==> config.mk <==
export PLATFORM = sky130hd
export DESIGN_NAME = cnn_window_gen
export DESIGN_NICKNAME = d
export VERILOG_FILES = /design/src/rtl/cnn_window_gen.sv
export SDC_FILE = /design/constraint.sdc
export NUM_CORES = 1
export LEC_CHECK = 0
export CORE_MARGIN = 1.5
export CORE_UTILIZATION = 35
export DETAILED_ROUTE_END_ITERATION = 10
export PLACE_DENSITY_LB_ADDON = 0.3
export SETUP_SLACK_MARGIN = 0.4
export SKIP_CTS_REPAIR_TIMING = 1
export SYNTH_ARGS = -nofsm -noshare
export SYNTH_HDL_FRONTEND = slang
export SYNTH_SLANG_ARGS = --single-unit
==> constraint.sdc <==
create_clock -name clk -period 18.3 [get_ports clk]
set_input_delay 3.66 -clock clk [delete_from_list [all_inputs] [get_ports clk]]
set_output_delay 3.66 -clock clk [all_outputs]
set_load 0.03 [all_outputs]
==> src/rtl/cnn_window_gen.sv <==
// 3x3 sliding-window generator for a raster-scan image with a fixed zero border.
// Two line buffers plus a 3x3 shift window; a registered output slot with valid/ready.
module cnn_window_gen #(
    parameter int IMG_W = 16,
    parameter int IMG_H = 16
) (
    input  logic              clk,
    input  logic              rst,
    input  logic              in_valid,
    output logic              in_ready,
    input  logic [7:0]        u_in,
    input  logic signed [8:0] y_in,
    output logic              win_valid,
    input  logic              win_ready,
    output logic [7:0]        U1,
    output logic [7:0]        U2,
    output logic [7:0]        U3,
    output logic [7:0]        U4,
    output logic [7:0]        U5,
    output logic [7:0]        U6,
    output logic [7:0]        U7,
    output logic [7:0]        U8,
    output logic [7:0]        U9,
    output logic signed [8:0] Y1,
    output logic signed [8:0] Y2,
    output logic signed [8:0] Y3,
    output logic signed [8:0] Y4,
    output logic signed [8:0] Y5,
    output logic signed [8:0] Y6,
    output logic signed [8:0] Y7,
    output logic signed [8:0] Y8,
    output logic signed [8:0] Y9,
    output logic [7:0]        win_row,
    output logic [7:0]        win_col,
    output logic              win_last
);
    localparam int IW = $clog2(IMG_H + 1);
    localparam int JW = $clog2(IMG_W + 1);
    localparam logic [IW-1:0] I_END  = IW'(IMG_H);
    localparam logic [IW-1:0] I_LAST = IW'(IMG_H - 1);
    localparam logic [JW-1:0] J_END  = JW'(IMG_W);
    localparam logic [JW-1:0] J_LAST = JW'(IMG_W - 1);

    typedef struct packed {
        logic [7:0] u;
        logic [8:0] y;
    } pix_t;

    logic [IW-1:0] i, ci;
    logic [JW-1:0] j, cj;
    pix_t lb0 [IMG_W+1];
    pix_t lb1 [IMG_W+1];
    pix_t win  [3][3];
    pix_t nwin [3][3];
    pix_t ocell [9];
    pix_t wout  [9];
    pix_t px;
    logic needs_in, emits, out_ok, step, mask_ok;

    always_comb begin
        needs_in = (i < I_END) && (j < J_END);
        emits    = (i != '0) && (j != '0);
        out_ok   = !emits || !win_valid || win_ready;
        step     = (!needs_in || in_valid) && out_ok && !rst;
        in_ready = needs_in && out_ok && !rst;
        px       = needs_in ? {u_in, y_in} : '0;
        ci       = i - 1'b1;
        cj       = j - 1'b1;
        mask_ok  = 1'b0;
        // New column enters on the right: rows i-2, i-1, i of column j.
        for (int r = 0; r < 3; r++) begin
            nwin[r][0] = win[r][1];
            nwin[r][1] = win[r][2];
        end
        nwin[0][2] = lb1[j];
        nwin[1][2] = lb0[j];
        nwin[2][2] = px;
        // Border zeros come from the centre coordinate, so stale buffer data never leaks.
        for (int k = 0; k < 9; k++) begin
            mask_ok = !((k / 3 == 0) && (ci == '0))     && !((k / 3 == 2) && (ci == I_LAST)) &&
                      !((k % 3 == 0) && (cj == '0))     && !((k % 3 == 2) && (cj == J_LAST));
            ocell[k] = mask_ok ? nwin[k / 3][k % 3] : '0;
        end
    end

    always_ff @(posedge clk) begin
        if (rst) begin
            i         <= '0;
            j         <= '0;
            win_valid <= 1'b0;
            win_last  <= 1'b0;
            win_row   <= '0;
            win_col   <= '0;
            for (int k = 0; k < 9; k++) wout[k] <= '0;
        end else begin
            if (step) begin
                if (j == J_END) begin
                    j <= '0;
                    i <= (i == I_END) ? '0 : i + 1'b1;
                end else begin
                    j <= j + 1'b1;
                end
            end
            if (step && emits) begin
                win_valid <= 1'b1;
                win_row   <= 8'(ci);
                win_col   <= 8'(cj);
                win_last  <= (ci == I_LAST) && (cj == J_LAST);
                for (int k = 0; k < 9; k++) wout[k] <= ocell[k];
            end else if (win_ready) begin
                win_valid <= 1'b0;
            end
        end
    end

    // Line buffers and the shift window carry no reset; masking makes their contents don't-care.
    always_ff @(posedge clk) begin
        if (step) begin
            lb1[j] <= lb0[j];
            lb0[j] <= px;
            for (int r = 0; r < 3; r++)
                for (int c = 0; c < 3; c++)
                    win[r][c] <= nwin[r][c];
        end
    end

    assign U1 = wout[0].u;
    assign U2 = wout[1].u;
    assign U3 = wout[2].u;
    assign U4 = wout[3].u;
    assign U5 = wout[4].u;
    assign U6 = wout[5].u;
    assign U7 = wout[6].u;
    assign U8 = wout[7].u;
    assign U9 = wout[8].u;
    assign Y1 = wout[0].y;
    assign Y2 = wout[1].y;
    assign Y3 = wout[2].y;
    assign Y4 = wout[3].y;
    assign Y5 = wout[4].y;
    assign Y6 = wout[5].y;
    assign Y7 = wout[6].y;
    assign Y8 = wout[7].y;
    assign Y9 = wout[8].y;
endmodule

**After elaboration in Yosys (flattened, before gate mapping)**

Memory sizes are Yosys's and may differ from the RTL's. A register that Yosys moved wholly into a read port is not among the register bits.
Cells that the tools add are included.

- Bits in registers: 22
- Bits in writable memories: 884
- Input bits: 21
- Logic and storage cells: 91
- Memories kept: 4

- $add $sub $neg: 4
- Magnitude comparators: 2
- Equality and inequality tests: 4
- Muxes and demuxes: 33
- Bitwise logic cells: 9
- Reduce and logical (&&, ||, !) cells: 29

Memories:

| name | words | width | rd ports | clocked after Yosys merged registers in | write ports | line | RTL |
|---|---|---|---|---|---|---|---|
| lb0 | 17 | 17 | 1 | 1 | 1 | 51 | `pix_t lb0 [IMG_W+1];` |
| lb1 | 17 | 17 | 1 | 1 | 1 | 52 | `pix_t lb1 [IMG_W+1];` |
| win | 3 | 51 | 3 | 0 | 3 | 53 | `pix_t win [3][3];` |
| wout | 9 | 17 | 9 | 0 | 9 | 56 | `pix_t wout [9];` |

Operators with widths:

| operator | count |
|---|---|
| $mux W17 | 18 |
| $mux W5 | 6 |
| $logic_and A1 B1 Y1 | 12 |
| $add A5 B1 Y5 const B | 2 |
| $eq A5 B4 Y1 const B | 2 |
| $eq A5 B5 Y1 const B | 2 |
| $logic_not A5 Y1 | 2 |
| $lt A5 B5 Y1 const B | 2 |
| $reduce_bool A5 Y1 | 2 |
| $sub A5 B1 Y5 const B | 2 |
| $mux W1 | 9 |
| $or A1 B1 Y1 | 9 |
| $logic_not A1 Y1 | 8 |
| $logic_or A1 B1 Y1 | 3 |
| $reduce_and A2 Y1 | 1 |
| $reduce_bool A2 Y1 | 1 |

**Depth between registers and ports, before layout**

Gate-level depths: netlist (run 1).

- Depth in word-level cells: 12
- Gate-level depth with buffers: 8
- Gate-level depth less buffers: 7

**Worst setup path after synthesis (run 1)**

Ideal clock, no wire load.

- Path type: input to output
- From: input port rst
- To: output port in_ready
- Arrival time: 5.342 ns
- Path slack: 9.298 ns
- Cell stages on the path: 2
- Path buffers: 1
- Path through: clkbuf_1 a2111oi_0

- Longest elaborated chain between the ends: 2

Ends and longest elaborated chain:

| item | line | RTL |
|---|---|---|
| start, declared | 8 | `input logic rst,` |
| $logic_not A1 Y1 | 65 | `in_ready = needs_in && out_ok && !rst;` |
| $logic_and A1 B1 Y1 | 65 |  |
| end, declared | 10 | `output logic in_ready,` |

No other way between the ends.

**Worst setup path in the final report (run 1)**

Ends and elaborated chain as after synthesis.

==> results of run 1 <==
-- layout by cell type (no fill, tap or decap), types with 20 or more instances in the layout --
cell	netlist	layout
edfxtp_1	833	833
clkdlybuf4s50_1	0	186
mux4_2	136	136
clkbuf_16	0	87
and2_1	69	69
nor4_1	54	54
inv_1	41	41
a211oi_1	38	38
o22ai_1	35	35
nand2_1	33	31
buf_4	6	31
nor2_1	41	25
dfxtp_1	27	23
clkbuf_1	53	20
-- power groups by stage --
stage,logic (W),clock network (W),registers [W]
after floorplan,0.000103,0,0.00229
after global placement,0.000200,0,0.00227
after detailed placement,0.000205,0,0.00227
after CTS,0.000205,0.00177,0.00223
after global routing,0.000217,0.00184,0.00223
final,0.000202,0.00173,0.00223
-- worst max-delay path by stage --
stage,to,startpoint
floorplan,in_ready,rst
global placement,in_ready,rst
detailed placement,in_ready,rst
CTS,in_ready,rst
global route,in_ready,rst
finish,in_ready,rst
-- flip-flops by register name, summed over array words and instances (netlist names), named ones only --
name and cells:
win_row 5, lb0 289, win 102, win_last 1
j 5, win_valid 1, win_col 5, wout 153
lb1 289, i 5
-- layer usage --
| metal | vias to the layer above | share of wire | GRT usage |
|---|---|---|---|
| met3 | 73 | 0.053 | 0.0257 |
| met1 | 8275 | 0.42 | 0.198 |
| met4 | 0 | 0.013 | 0.0372 |
| met5 | - | 0 | 0 |
| li1 | 6975 | - | - |
| met2 | 389 | 0.51 | 0.266 |
-- cell type report --
class                   count  area share
flip-flops and latches    860       0.661
repair buffers            217      0.0542
well taps                1243      0.0402
multi-input cells         632       0.169
clock buffers             109      0.0590
clock inverters            46      0.0123
inverters                  43     0.00424
-- critical path: stages --
cell and delay [ns]:
clkdlybuf4s50_1 0.90, a2111oi_0 0.56, clkdlybuf4s50_1 0.76
-- metrics by stage --
stage	power [W]	hold slack (ns)	setup WS, ns	util
5_1_grt	0.00429	0.450	8.55	0.421
3_5_place_dp	0.00248	0.426	8.77	0.391
3_3_place_gp	0.00247	0.425	8.78	0.391
4_1_cts	0.00420	0.439	8.77	0.421
6_report	0.00416	0.439	8.76	0.421
2_1_floorplan	0.00239	0.417	9.30	-
-- logic make-up (layout without fill, tap and decap cells) --
| family | after synthesis | count (layout) |
|---|---|---|
| muxes | 172 | 172 |
| other | 1 | 6 |
| and+or+nand+nor | 309 | 309 |
| adders and majority gates | 9 | 9 |
| buffers and inverters | 141 | 415 |
| xor gates and xnor gates | 5 | 5 |
| AOI/OAI and AO/OA | 131 | 131 |
| DFF | 860 | 860 |
==> key figures, run 1 <==
Global route
  • Largest net degree at the start of global routing: 75
  • Vias in the first global route: 16.3k
  • Grt ovf: 0
  • Initial antenna violation count: 3
  • Total GRT Usage: 0.153
  • First-pass GRT wire length: 107,000 um

STA
  • Max frequency: 105 MHz
  • Setup_tns: 0 ns
  • Setup Viol. Count Final: 0
  • Slew Limit Fails: 0
  • Slew headroom: 0.164
  • Worst-margin pin slew: 1.25 ns
  • Fin. Hold Viols: 0
  • Final worst path period need: 9.54 ns
  • Clk_skew: 0.0279 ns
  • Final cycle utilization of the critical path: 0.521
  • Unrepaired setup endpoints after global routing: false

Floorplan
  • I/O pin cnt: 193
  • Die area: 0.0947 mm^2
  • Starting Density: 0.354
  • Die width: 308 um
  • Row count: 111
  • Die height: 308 um
  • Core area: 0.0918 mm^2

Critical path
  • Worst Path Class, Setup: in2out
  • Max FO, Critical Path: 23
  • WP data required: 14.64 ns
  • Startpoint types: input pin
  • RR Endpoint: wout[0][92]$_SDFFCE_PP0P_
  • Crit path arrival time: 5.88 ns
  • R2R setup slack: 13.56 ns
  • Reg2Reg Launch Point: j[0]$_SDFFE_PP0P_
  • Worst Setup End Kind: output pin
  • Worst Reg-to-Reg Cells: 7

Logic synthesis
  • Yosys top cell area share: 0.769
  • Cell accounting for the most synthesized area: edfxtp_1
  • Compound-Gate Fraction of Synth Area: 0.0288
  • Area contributors post-synth: edfxtp_1, mux4_2, dfxtp_1
  • Synth Warn #: 0
  • Sequential fraction of the synthesis area: 0.786
  • Ys flop type: edfxtp_1
  • Unique masters post-synth: 49
  • Xor/xnor share of the synthesized area: 0.00135
  • Synth Area in Simple Gates: 0.0561
  • Adder and majority gate portion of the synthesized area: 0.00346
  • Top cells by count, synth: edfxtp_1, mux4_2, and2_1
  • Post-synthesis async set-or-reset flop share: 0
  • Count leader, synth: edfxtp_1
  • Synthesized flop and latch total: 860
  • Multiplexer share of the synthesized area: 0.106
  • Post-synth EDFFs: 833
  • Mapped cell area: 0.0325 mm^2
  • Mapped Cells: 1,628
  • Main combinational cell family by area after synthesis: multiplexers
  • Syn_area_per_cell: 20.0 um^2

Clock network
  • CTS tree: done
  • H-tree depth: 3
  • Clk pin slew, worst setup/hold paths: 0.05 ns
  • CTS Buffer Depth: 3
  • Clock sink count: 860
  • Clk Tree Root Cell: clkbuf_16
  • Clk_lat worst skew: 0.65 ns
  • CTS Buf Count: 86

Cells and area
  • Non-Filler Cell Area, Final: 0.0387 mm^2
  • Area Growth Syn to Fin: 18.9%
  • Filler instances: 7,970
  • Final nets: 1,870
  • Multi-input gate area: 0.00653 mm^2
  • Fin cells: 3,150
  • Diodes inserted: 0
  • Register Area: 0.0256 mm^2
  • Share of layout cells above drive strength 1: 0.197

Pwr
  • Clock Power Share: 0.415
  • Switch Pwr: 0.000881 W
  • Leak pwr: 12.2 nW
  • Maximum vdd drop: 0.0000658 V
  • Switching share of power: 0.212
  • Gate power share: 0.048
  • Sequential Power Share: 0.536
  • Cell Int Power: 0.00328 W
  • Power Dens Cells: 108 mW/mm^2

Placed design
  • RePlAce Congestion: 0.766
  • Placed cell areas: 0.0359 mm^2
  • Port bufs: 186
  • Dpl hpwl: 40,600 um
  • Post-Place Cells: 2,995

Routing
  • First-pass DRT Iterations: 5
  • Initial detailed-routing violation count: 1,379
  • DRT Wirelength: 71,600 um
  • Total number of vias: 15.7k
  • DRC Markers: 0
  • Drt wl/cell: 22.7 um
  • Final ANT Viol Nets: 0
  • Via/cell ratio: 4.99

Min path
  • HP Class: reg2reg
  • Worst hold stages: 0
  • WHS Endpoint: win[1][28]$_DFFE_PP_
  • Hold wc startpoint: win[1][11]$_DFFE_PP_

Flow run
  • Max cap viols: 0

Status
  • Run status: complete, no violations
Note: power is estimated with default switching activity, not from simulation.
==> inputs of run 2 (changes only) <==
- clock period: 18.3 -> 8.8 ns (I/O delays scaled with it)
==> key figures, run 2 (same netlist as run 1, synthesis figures left out) <==
STA
  • Final cycle utilization of the critical path: 0.672
  • Worst-margin pin slew: 1.25 ns (+0.00555 ns)
  • Setup Viol. Count Final: 0 (unchanged)
  • Final worst path period need: 5.92 ns
  • Setup_tns: 0 ns (unchanged)
  • Unrepaired setup endpoints after global routing: false
  • Slew headroom: 0.160 (-0.00371)
  • Clk_skew: 0.0251 ns (-0.00271 ns)
  • Hold_ws: 0.438 ns (-0.00119 ns)
  • Setup ws final: 2.88 ns (-5.88 ns)
  • Max frequency: 169 MHz
  • Slew Limit Fails: 0 (unchanged)
  • Fin. Hold Viols: 0 (unchanged)

Routing
  • Total number of vias: 15.7k (-0.32%)
  • DRC Markers: 0 (unchanged)
  • Final ANT Viol Nets: 0 (unchanged)
  • DRT Wirelength: 71,100 um (-0.73%)
  • Initial detailed-routing violation count: 1,134 (-18%)
  • Via/cell ratio: 4.97 (-0.29%)
  • First-pass DRT Iterations: 5 (unchanged)
  • Drt wl/cell: 22.6 um (-0.70%)

Cells and area
  • Diodes inserted: 0 (unchanged)
  • Area Growth Syn to Fin: 18.7%
  • Most common cell after layout, fill and taps aside: edfxtp_1
  • Largest regs: lb0: 289 flops, lb1: 289 flops, wout: 153 flops
  • Share of layout cells above drive strength 1: 0.196 (-0.00147)
  • Register Area: 0.0256 mm^2 (unchanged)
  • Filler instances: 7,962 (-0.10%)
  • Most frequent cells in the layout: edfxtp_1, clkdlybuf4s50_1, mux4_2, clkbuf_16, and2_1
  • Final nets: 1,871 (+0.053%)
  • Multi-input gate area: 0.00653 mm^2 (unchanged)

Clock network
  • Clk Tree Root Cell: clkbuf_16
  • Clk_lat worst skew: 0.63 ns (-0.02 ns)
  • Clock sink count: 860 (unchanged)
  • CTS Buf Count: 86 (unchanged)
  • Clk pin slew, worst setup/hold paths: 0.06 ns (about the same)
  • H-tree depth: 3 (unchanged)
  • CTS tree: done
  • CTS Buffer Depth: 3 (unchanged)

Global route
  • Most used routing layer: met2
  • GR Util met3: 0.0253 (-0.000413)
  • Met2 usage: 0.262 (-0.00461)
  • Global Route met1 Usage: 0.197 (-0.00117)
  • Initial antenna violation count: 0 (-3)
  • Grt ovf: 0 (unchanged)
  • Largest net degree at the start of global routing: 112 (+49%)
  • First-pass GRT wire length: 106,000 um (-0.92%)
  • Vias in the first global route: 16.4k (+0.12%)
  • Total GRT Usage: 0.151 (-0.00191)

Pwr
  • Maximum vdd drop: 0.000130 V (+98%)
  • Power Dens Cells: 221 mW/mm^2 (+110%)
  • Overall Power: 0.00855 W (+110%)
  • Leak pwr: 12.2 nW (-0.30%)

Floorplan
  • Die width: 308 um (unchanged)
  • Die area: 0.0947 mm^2 (unchanged)
  • Starting Density: 0.354 (unchanged)
  • Die height: 308 um (unchanged)
  • Core area: 0.0918 mm^2 (unchanged)
  • I/O pin cnt: 193 (unchanged)
  • Row count: 111 (unchanged)

Placed design
  • RePlAce Congestion: 0.755 (-1.5%)
  • Port bufs: 186 (unchanged)
  • Dpl hpwl: 41,900 um (+3.1%)
  • Place WS: 2.21 ns (-6.56 ns)

Min path
  • Worst hold stages: 0 (unchanged)
  • HP Class: reg2reg

Critical path
  • Slowest stage cell, crit path: nor3_4
  • Startpoint types: input pin
  • Worst Reg-to-Reg Cells: 7 (unchanged)
  • Crit path arrival time: 6.18 ns (+0.30 ns)
  • Worst Setup End Kind: register
  • CP peak stage delay: 1.11 ns (+0.21 ns)
  • Max FO, Critical Path: 54 (+130%)
  • WP data required: 9.06 ns (-5.58 ns)
  • Worst Path Class, Setup: in2reg
  • CP Cell Sequence: clkdlybuf4s50_1 > nor3_4 > nand2_2 > nand2_4 > buf_4

Status
  • Run status: complete, no violations

Flow run
  • Max cap viols: 0 (unchanged)
==> run 2: cell type report <==
type                    count  area share
repair buffers            218      0.0551
multi-input cells         632       0.169
inverters                  43     0.00425
clock buffers              99      0.0570
flip-flops and latches    860       0.662
well taps                1243      0.0403
clock inverters            54      0.0119
==> run 2: worst max-delay path, delay by kind of cell <==
family                 cells  cell delay (ns)
buffers and inverters      2             1.43
AND/OR/NAND/NOR            3             2.88
==> run 2: report_power, final <==
group | internal (W) | switching [W]
Clock | 0.00200 | 0.00149
Combinational | 0.000140 | 0.000286
Sequential | 0.00460 | 0.0000300
Total | 0.00674 | 0.00181
==> run 2: per-stage QoR <==
stage	cells	utilization	area (um^2)
2_1_floorplan	1633	-	32500
3_3_place_gp	2996	0.391	35900
3_5_place_dp	2996	0.391	35900
4_1_cts	3149	0.420	38600
5_1_grt	3149	0.420	38600
6_report	3149	0.420	38600
==> run 2: layer usage <==
layer,up-vias,wire length (um)
li1,6989,-
met3,86,3080
met5,-,0
met4,0,1070
met1,8248,30500
met2,338,36400
==> run 2: final timing paths <==
path	from	end	slack, ns
min reg2reg	win[0][0]$_DFFE_PP_	win[0][17]$_DFFE_PP_	0.44
max	rst	wout[0][45]$_SDFFCE_PN0P_	2.88
max reg2reg	j[0]$_SDFFE_PP0P_	wout[0][45]$_SDFFCE_PN0P_	3.98
min	win[0][0]$_DFFE_PP_	win[0][17]$_DFFE_PP_	0.44
